<file path="src/rtl/pkt_arb_pkg.sv">
// pkt_arb_pkg -- shared types and widths for the PKT key-lookup arbiter.
// Rev 1.0
`default_nettype none

package pkt_arb_pkg;

  localparam int PKT_IDX_W = 32;
  localparam int PKT_LOC_W = 32;

  typedef enum logic [1:0] {
    ST_IDLE  = 2'd0,
    ST_ISSUE = 2'd1,
    ST_WAIT  = 2'd2,
    ST_RESP  = 2'd3
  } pkt_arb_state_e;

endpackage

`default_nettype wire

</file>
<file path="src/rtl/pkt_rr_picker.sv">
// pkt_rr_picker -- combinational round-robin picker, searches upward from ptr_i with wrap.
// Rev 1.0
`default_nettype none

module pkt_rr_picker #(
  parameter int NUM_REQ = 4,
  parameter int PTR_W   = $clog2(NUM_REQ)
) (
  input  logic [NUM_REQ-1:0] req_i,
  input  logic [PTR_W-1:0]   ptr_i,
  output logic [NUM_REQ-1:0] gnt_o,
  output logic [PTR_W-1:0]   idx_o,
  output logic               any_o
);

  logic found;

  always_comb begin
    gnt_o = '0;
    idx_o = '0;
    found = 1'b0;
    for (int off = 0; off < NUM_REQ; off++) begin
      for (int r = 0; r < NUM_REQ; r++) begin
        if (!found && req_i[r] && (r == (int'(ptr_i) + off) % NUM_REQ)) begin
          found    = 1'b1;
          gnt_o[r] = 1'b1;
          idx_o    = PTR_W'(r);
        end
      end
    end
  end

  assign any_o = |req_i;

endmodule

`default_nettype wire

</file>
<file path="src/rtl/pkt_key_arbiter.sv">
// pkt_key_arbiter -- round-robin arbiter sequencing PKT key-location lookups with a per-requester key policy.
// Rev 1.0
`default_nettype none

module pkt_key_arbiter
  import pkt_arb_pkg::*;
#(
  parameter int                       NUM_REQ     = 4,
  parameter int                       NUM_KEYS    = 8,
  parameter int                       LOOKUP_LAT  = 2,
  parameter logic [NUM_REQ*NUM_KEYS-1:0] ACCESS_MASK = '1
) (
  input  logic                         clk_i,
  input  logic                         rst_i,
  input  logic [NUM_REQ-1:0]           req_valid_i,
  input  logic [NUM_REQ*PKT_IDX_W-1:0] req_index_i,
  output logic [NUM_REQ-1:0]           req_ready_o,
  output logic [NUM_REQ-1:0]           rsp_valid_o,
  output logic [PKT_LOC_W-1:0]         rsp_loc_o,
  output logic                         rsp_err_o,
  output logic                         pkt_req_o,
  output logic [PKT_IDX_W-1:0]         pkt_key_index_o,
  input  logic [PKT_LOC_W-1:0]         pkt_loc_i,
  output logic                         busy_o
);

  localparam int PTR_W = $clog2(NUM_REQ);
  localparam int CNT_W = (LOOKUP_LAT > 1) ? $clog2(LOOKUP_LAT) : 1;

  pkt_arb_state_e        state_q, state_d;
  logic [PTR_W-1:0]      rr_ptr_q, rr_ptr_d;
  logic [PTR_W-1:0]      win_q, win_d;
  logic [CNT_W-1:0]      cnt_q, cnt_d;
  logic [PKT_IDX_W-1:0]  index_q, index_d;
  logic [PKT_LOC_W-1:0]  loc_q, loc_d;
  logic                  err_q, err_d;

  logic [NUM_REQ-1:0]    pick_gnt;
  logic [PTR_W-1:0]      pick_idx;
  logic                  pick_any;
  logic [PKT_IDX_W-1:0]  sel_index;
  logic                  sel_legal;

  pkt_rr_picker #(
    .NUM_REQ (NUM_REQ),
    .PTR_W   (PTR_W)
  ) u_picker (
    .req_i (req_valid_i),
    .ptr_i (rr_ptr_q),
    .gnt_o (pick_gnt),
    .idx_o (pick_idx),
    .any_o (pick_any)
  );

  // Enumerating every (requester, key) pair gives the full 32-bit range
  // compare for free: an index >= NUM_KEYS never matches and stays illegal.
  always_comb begin
    sel_index = '0;
    sel_legal = 1'b0;
    for (int r = 0; r < NUM_REQ; r++) begin
      if (pick_gnt[r]) sel_index = req_index_i[r*PKT_IDX_W +: PKT_IDX_W];
    end
    for (int r = 0; r < NUM_REQ; r++) begin
      for (int k = 0; k < NUM_KEYS; k++) begin
        if (pick_gnt[r] && (sel_index == PKT_IDX_W'(k))) sel_legal = ACCESS_MASK[r*NUM_KEYS+k];
      end
    end
  end

  always_ff @(posedge clk_i) begin
    if (rst_i) begin
      state_q  <= ST_IDLE;
      rr_ptr_q <= '0;
      win_q    <= '0;
      cnt_q    <= '0;
      index_q  <= '0;
      loc_q    <= '0;
      err_q    <= 1'b0;
    end else begin
      state_q  <= state_d;
      rr_ptr_q <= rr_ptr_d;
      win_q    <= win_d;
      cnt_q    <= cnt_d;
      index_q  <= index_d;
      loc_q    <= loc_d;
      err_q    <= err_d;
    end
  end

  always_comb begin
    state_d  = state_q;
    rr_ptr_d = rr_ptr_q;
    win_d    = win_q;
    cnt_d    = cnt_q;
    index_d  = index_q;
    loc_d    = loc_q;
    err_d    = err_q;
    unique case (state_q)
      ST_IDLE: begin
        if (pick_any) begin
          index_d = sel_index;
          win_d   = pick_idx;
          err_d   = ~sel_legal;
          loc_d   = '0;
          state_d = sel_legal ? ST_ISSUE : ST_RESP;
        end
      end
      ST_ISSUE: begin
        cnt_d   = CNT_W'(LOOKUP_LAT - 1);
        state_d = ST_WAIT;
      end
      ST_WAIT: begin
        if (cnt_q == '0) begin
          loc_d   = pkt_loc_i;
          state_d = ST_RESP;
        end else begin
          cnt_d = cnt_q - CNT_W'(1);
        end
      end
      ST_RESP: begin
        rr_ptr_d = (win_q == PTR_W'(NUM_REQ - 1)) ? '0 : win_q + PTR_W'(1);
        state_d  = ST_IDLE;
      end
      default: state_d = ST_IDLE;
    endcase
  end

  always_comb begin
    req_ready_o = '0;
    rsp_valid_o = '0;
    if (state_q == ST_IDLE && !rst_i) req_ready_o = pick_gnt;
    for (int r = 0; r < NUM_REQ; r++) begin
      rsp_valid_o[r] = (state_q == ST_RESP) && (win_q == PTR_W'(r));
    end
  end

  assign pkt_req_o       = (state_q == ST_ISSUE) || (state_q == ST_WAIT);
  assign pkt_key_index_o = pkt_req_o ? index_q : '0;
  assign rsp_loc_o       = (state_q == ST_RESP) ? loc_q : '0;
  assign rsp_err_o       = (state_q == ST_RESP) && err_q;
  assign busy_o          = (state_q != ST_IDLE);

endmodule

`default_nettype wire

</file>
<file path="config.mk">
export PLATFORM = sky130hd
export DESIGN_NAME = pkt_key_arbiter
export DESIGN_NICKNAME = d
export VERILOG_FILES = /design/src/rtl/pkt_arb_pkg.sv /design/src/rtl/pkt_rr_picker.sv /design/src/rtl/pkt_key_arbiter.sv
export SDC_FILE = /design/constraint.sdc
export NUM_CORES = 1
export LEC_CHECK = 0
export BUFFER_PORTS_ARGS = -buffer_cell sky130_fd_sc_hd__buf_2
export CORE_MARGIN = 2
export CORE_UTILIZATION = 41
export CTS_BUF_LIST = sky130_fd_sc_hd__clkbuf_8
export DETAILED_ROUTE_END_ITERATION = 6
export GPL_TIMING_DRIVEN = 0
export PLACE_DENSITY = 0.77
export SLEW_MARGIN = 10
export SYNTH_ARGS = -nofsm -noshare
export SYNTH_HDL_FRONTEND = slang
export SYNTH_SLANG_ARGS = --single-unit
</file>
<file path="constraint.sdc">
create_clock -name clk_i -period 2.7 [get_ports clk_i]
set_clock_uncertainty 0.1 [all_clocks]
set_input_delay 0.54 -clock clk_i [delete_from_list [all_inputs] [get_ports clk_i]]
set_output_delay 0.54 -clock clk_i [all_outputs]
set_load 0.01 [all_outputs]
</file>
After elaboration in Yosys (flattened, before gate mapping)
Index checks and enable logic that the tools add are counted.
{"block": "word_totals", "register_bits": 72, "ramBits": 0, "output_inout_bits": 75, "memories": 0, "rom_bits": 0, "latch_bits": 0, "word_cells": 240, "in_bits": 166}
{"block": "op_classes", "n_lt_le_gt_ge": 0, "bitwise_logic": 4, "div": 0, "eq_ne": 27, "reduce_logical": 103, "mul": 0, "add_sub_neg": 5, "shifts": 0, "muxes": 94}
{"cell": "$mux 32", "n": 8}
{"cell": "$logic_not 32->1", "n": 5}
{"cell": "$eq 32x3->1 const B", "n": 4}
{"cell": "$logic_and 1x1->1", "n": 69}
{"cell": "$eq 32x2->1 const B", "n": 2}
{"cell": "$mux 1", "n": 64}
{"cell": "$pmux 32 s2", "n": 1}
{"cell": "$mux 2", "n": 18}
{"cell": "$eq 32x1->1 const B", "n": 1}
{"cell": "$eq 3x3->1 const A", "n": 6}
{"cell": "$logic_not 1->1", "n": 16}
{"cell": "$eq 2x3->1 const A", "n": 3}
{"cell": "$eq 2x2->1 const B", "n": 4}
{"cell": "$pmux 2 s4", "n": 1}
{"cell": "$reduce_bool 2->1", "n": 3}
{"cell": "$reduce_or 2->1", "n": 3}
{"cell": "$add 2x1->2 const B", "n": 2}
{"cell": "$add 2x2->2 const B", "n": 2}
{"cell": "$eq 2x1->1 const B", "n": 2}
{"cell": "$eq 2x2->1 const A", "n": 2}
{"cell": "$logic_not 2->1", "n": 2}
{"cell": "$mux 4", "n": 1}
{"cell": "$ne 2x2->1 const B", "n": 2}
{"cell": "$reduce_and 2->1", "n": 2}
{"cell": "other kinds (8)", "n": 10}

Depth between registers and ports, before layout
{"block": "depth", "word_depth": 101, "depth_mapped": 11, "mapped_depth_nobuf": 8}

By module
From an unflattened synthesis, not the netlist that was laid out.
{"block": "unflattened", "hier_cells": 556, "hier_area_um2": 4329.2}
{"mod": "pkt_key_arbiter", "seq_area_each_um2": 1441.4, "cells_each": 529, "area_per_inst_um2": 4180.3, "n_inst": 1}
{"mod": "pkt_rr_picker", "seq_area_each_um2": 0.0, "cells_each": 27, "area_per_inst_um2": 148.9, "n_inst": 1}

Least setup slack after synthesis
No wires, ideal clock.
{"block": "synth_timing", "path_type": "input to register", "from": "input req_valid_i[2]", "to": "register state_q[1]", "setup_slack_ps": -87, "arrival_ps": 2560, "n_path_buf": 3, "setup_ps": 127, "cell_stages": 11, "t_required_ps": 2473, "cell_sequence": "buf_4 inv_2 buf_2 a21oi_2 o22a_1 buf_2 a221oi_1 o22ai_1 or4b_4 o31ai_2 o31ai_1"}
{"block": "synth_between", "elab_chain_cells": 93, "word_cells_on_any_way": 150, "classes_between": "eq/ne (8); mux (66); reduce/logical (76)"}
{"item": "start: declaration", "line": "pkt_key_arbiter.sv:15", "source": "input logic [NUM_REQ-1:0] req_valid_i,"}
{"item": "$logic_and 1x1->1 (2 in a row)", "line": "pkt_rr_picker.sv:24", "source": "if (!found && req_i[r] && (r == (int'(ptr_i) + off) % NUM_REQ)) begin"}
{"item": "$mux 1", "line": "pkt_rr_picker.sv:24"}
{"item": "$logic_not 1->1", "line": "pkt_rr_picker.sv:24"}
{"item": "$logic_and 1x1->1 (2 in a row)", "line": "pkt_rr_picker.sv:24"}
{"item": "$mux 1", "line": "pkt_rr_picker.sv:24"}
{"item": "$logic_not 1->1", "line": "pkt_rr_picker.sv:24"}
{"item": "$logic_and 1x1->1 (2 in a row)", "line": "pkt_rr_picker.sv:24"}
{"item": "$mux 1", "line": "pkt_rr_picker.sv:24"}
{"item": "[43 not listed]"}
{"item": "$mux 1", "line": "pkt_rr_picker.sv:24"}
{"item": "$mux 32", "line": "pkt_key_arbiter.sv:61", "source": "if (pick_gnt[r]) sel_index = req_index_i[r*PKT_IDX_W +: PKT_IDX_W];"}
{"item": "$logic_not 32->1", "line": "pkt_key_arbiter.sv:65", "source": "if (pick_gnt[r] && (sel_index == PKT_IDX_W'(k))) sel_legal = ACCESS_MASK[r*NUM_KEYS+k];"}
{"item": "$logic_and 1x1->1", "line": "pkt_key_arbiter.sv:65"}
{"item": "$mux 1 (32 in a row)", "line": "pkt_key_arbiter.sv:65"}
{"item": "$mux 2", "line": "pkt_key_arbiter.sv:105", "source": "state_d = sel_legal ? ST_ISSUE : ST_RESP;"}
{"item": "$mux 2", "line": "pkt_key_arbiter.sv:100", "source": "if (pick_any) begin"}
{"item": "$pmux 2 s4", "line": "pkt_key_arbiter.sv:98", "source": "unique case (state_q)"}
{"item": "end signal: assignment", "line": "pkt_key_arbiter.sv:80", "source": "state_q <= state_d;"}
{"item": "end: declaration", "line": "pkt_key_arbiter.sv:30", "source": "pkt_arb_state_e state_q, state_d;"}
Several ways; a longest one is shown, not always the timed one. The select of a mux whose other input is x is not followed.
A chain may end at the register's enable or synchronous reset.

Final worst setup path
{"block": "layout_timing", "from": "register rr_ptr_q[1]", "to": "register state_q[1]"}
{"block": "layout_between", "elab_chain_cells": 101, "word_cells_on_any_way": 180, "classes_between": "add/sub (3); eq/ne (19); mux (69); bitwise (3); reduce/logical (86)"}
{"item": "start: declaration", "line": "pkt_key_arbiter.sv:31", "source": "logic [PTR_W-1:0] rr_ptr_q, rr_ptr_d;"}
{"item": "start signal: assignment", "line": "pkt_key_arbiter.sv:81", "source": "rr_ptr_q <= rr_ptr_d;"}
{"item": "$logic_not 32->1", "line": "pkt_rr_picker.sv:24"}
{"item": "$logic_and 1x1->1", "line": "pkt_rr_picker.sv:24"}
{"item": "$mux 1", "line": "pkt_rr_picker.sv:24"}
{"item": "$logic_not 1->1", "line": "pkt_rr_picker.sv:24"}
{"item": "$logic_and 1x1->1 (2 in a row)", "line": "pkt_rr_picker.sv:24"}
{"item": "$mux 1", "line": "pkt_rr_picker.sv:24"}
{"item": "$logic_not 1->1", "line": "pkt_rr_picker.sv:24"}
{"item": "$logic_and 1x1->1 (2 in a row)", "line": "pkt_rr_picker.sv:24"}
{"item": "[53 not listed]"}
{"item": "$mux 32", "line": "pkt_key_arbiter.sv:61"}
{"item": "$logic_not 32->1", "line": "pkt_key_arbiter.sv:65"}
{"item": "$logic_and 1x1->1", "line": "pkt_key_arbiter.sv:65"}
{"item": "$mux 1 (31 in a row)", "line": "pkt_key_arbiter.sv:65"}
{"item": "$mux 1 (*)", "line": "pkt_key_arbiter.sv:65"}
{"item": "$mux 2 (*)", "line": "pkt_key_arbiter.sv:105"}
{"item": "$mux 2 (*)", "line": "pkt_key_arbiter.sv:100"}
{"item": "$pmux 2 s4 (*)", "line": "pkt_key_arbiter.sv:98"}
Every way passes the cells marked *; elsewhere a longest branch is shown, timed or not. The select of a mux whose other input is x is not followed.

==> flow_summary.ini <==
[power_and_ir_drop]
power_leakage_nw = 2.93
power_density_nw_per_um2 = 765
ir_drop_mv = 0.350

[sta]
slew_headroom = 0.533
finalMaxSlewViolations = 0
fin_crit_ns = 2.73
setup_slack_ns = -0.0338
tns_ns = -0.0338
tightest_slew_ns = 0.700
fin_crit_sh = 1.01
hold_violations = 0
setup-violations-final = 1
holdWs_ns = 0.354
fmax_ghz = 0.366

[yosys]
yosys_warnings = 0
yosysTopAreaCellShare = 0.345
yosys.area.top_type = dfxtp_1
synth_edf_count = 0
synth.area.top_cells = dfxtp_1 35%, and2_1 10%, a22oi_1 5.9%
synth.area.mux_share = 0.0168
avgSynthCellArea_um2 = 7.95
ys_seq_elements = 72
synth-simple-area-share = 0.275
synth_top_family_by_area = simple AND/OR/NAND/NOR gates
ys.flop_type = dfxtp_1
synthCells = 525
yosysSeqAreaShare = 0.345
ys_types = 50
synth_nets = 699
yosysMostFrequentCell = dfxtp_1
synthAdderAreaFrac = 0.0240
synth-compound-area-share = 0.272
syn_area_um2 = 4170
synth_xor_area_frac = 0
netlist_top_cells_count = 72 x dfxtp_1, 69 x and2_1, 64 x nor2_1
async_flop_share = 0

[drt]
num_vias = 5201
ant_nets = 0
detail_route.wl_per_cell_um = 17.8
viasPerCell = 5.58
remaining_drc_errors = 0
drt_pass1_iterations = 5
drt_wl_total_um = 16600
drt_iter0_drc = 365

[clock_network]
cts_buffer_depth = 2
cts_hold_buf = 0
cts_tree = done
cts_max_level = 3
cts.sinks = 72
root_buffer = clkbuf_8
insertion_delay_ns = 0.33
clkTransAtPathRegs_ns = 0.08
cts_buffers = 9

[worst_setup_path]
critPathBufInv = 3
cp_max_fo = 6
r2r-end = state_q[1]$_SDFFE_PP0P_
worst_path_largest_cell_delay_ns = 0.58
worstPathArrival_ns = 2.85
cpMostUsedCell = buf_8
rr_startpoint = rr_ptr_q[1]$_SDFFE_PP0P_
end_kind = flip-flop
r2r.worst_path.cells = 10
crit_family = compound AO/OA/AOI/OAI gates
worstSetupStartpointType = flip-flop
crit_type = reg -> reg
critPathSlowestCell = or4b_4
cp_cell_sequence = buf_8 > a21oi_2 > o211a_4 > buf_8 > buf_4 > a221oi_2 > o22ai_2 > or4b_4 > o31ai_2 > o31ai_1
r2r_slack_ns = -0.03
worstPathRequired_ns = 2.81

[finish]
n_fill_cell = 904
drive_above_1_share = 0.425
synthToLayoutAreaGrowth_pct = 50.1
final_nets = 968
final_cell_area_um2 = 6270

[grt]
grt_use_total = 0.285
gr-total-overflow = 0
grt_pass1_vias = 5115
grt_pass1_wl_um = 24700
antenna_found_initial = 2
grt_max_degree = 13

[die]
io_pins = 241
core_um2 = 9820
start_util = 0.425
die_area_um2 = 11000
row_count = 36
die_w_um = 105
die_y_um = 105

[worst_hold_path]
holdPathStages = 2
min_from = index_q[26]$_SDFFE_PP0P_
hold_path_class = reg -> reg
hold_end = index_q[26]$_SDFFE_PP0P_

[placement]
placed_area_um2 = 5580
place_hpwl_um = 12500
routabilityCongestion = 0.876
io_buffers = 240
pre_cts_ws_ns = -0.834

[run_status]
violations = negative setup slack
status = complete, but fails checks

[flow_run]
maxCapViolations = 0
-- cells by family (layout without fill, tap and decap cells) --
kind of cell    after synthesis  count (layout)
compound gates              149             149
fa+ha+maj                     8               8
buf+inv                      64             337
flops                        72              72
mux                           7               7
other cells                   0               1
simple gates                225             225
-- worst min-delay path: stages (launching register included) --
cell     delay [ns]
dfxtp_1        0.31
nand2_1        0.05
a21oi_1        0.05
-- how the worst max path moves through the flow --
stage	from	to	slack, ns	cells after the start
floorplan	req_valid_i[0]	state_q[1]$_SDFFE_PP0P_	0.007	10
CTS	req_valid_i[0]	state_q[1]$_SDFFE_PP0P_	-0.02	11
finish	rr_ptr_q[1]$_SDFFE_PP0P_	state_q[1]$_SDFFE_PP0P_	-0.03	10
global placement	req_valid_i[2]	loc_q[3]$_SDFFE_PP0P_	-0.77	10
detailed placement	req_valid_i[2]	loc_q[11]$_SDFFE_PP0P_	-0.83	10
global route	rr_ptr_q[1]$_SDFFE_PP0P_	state_q[1]$_SDFFE_PP0P_	-0.07	10
-- stage by stage --
| stage | std cells | util | total power, mW |
|---|---|---|---|
| after detailed placement | 898 | 0.568 | 3.80 |
| final | 932 | 0.638 | 4.80 |
| after global routing | 932 | 0.638 | 5.09 |
| after global placement | 898 | 0.568 | 3.75 |
| after CTS | 916 | 0.601 | 4.60 |
| after floorplan | 525 | - | 2.97 |
-- cells in the final DEF (no fill, tap or decap), types with 9 or more instances in the layout --
| cell type | instances |
|---|---|
| a22oi_1 | 33 |
| a221oi_1 | 9 |
| nand3_1 | 11 |
| a32oi_1 | 9 |
| buf_2 | 237 |
| clkbuf_1 | 23 |
| buf_4 | 18 |
| nor3_1 | 16 |
| a21oi_1 | 27 |
| nor2_1 | 64 |
| dfxtp_1 | 70 |
| inv_1 | 15 |
| clkbuf_8 | 9 |
| and2_1 | 69 |
| nand2_1 | 33 |
| clkbuf_2 | 9 |
-- area by class of cell --
type,instances,area (um^2),share of cell area
clock inverter,6,37.5,0.00599
clock buffer,9,124,0.0198
multi-input combinational,389,2680,0.427
buffer,45,294,0.0469
inverter,16,60.1,0.00958
tap,133,166,0.0266
antenna,1,2.50,0.000399
timing repair buffer,261,1460,0.233
sequential,72,1450,0.231
-- sequential cells by signal, summed over array words and instances (netlist names) --
signal,flops
win_q,2
rr_ptr_q,2
cnt_q,1
loc_q,32
index_q,32
state_q,2
err_q,1
-- per-layer routing --
layer	GRT usage	part of all wire	vias to the layer above	wire [um]
met5	0	0	-	0
met4	0.185	0.044	0	724
met3	0.0717	0.077	55	1280
met2	0.487	0.49	293	8120
met1	0.313	0.39	2405	6430
li1	-	-	2448	-
-- power breakdown --
part / switching [mW] / internal [mW] / leakage [nW]
clock: 0.399 / 0.323 / 0.0769
sequential: 0.144 / 1.33 / 0.591
combinational: 1.56 / 1.03 / 2.26
-- what timing repair did --
action,CTS,global route
buffers inserted,3,15
pin swaps,9,12
resized for setup,31,58
setup endpoints to repair,65,56
hold endpoints to repair,0,0
cloned,0,3
Note: power is estimated with default switching activity, not from simulation.
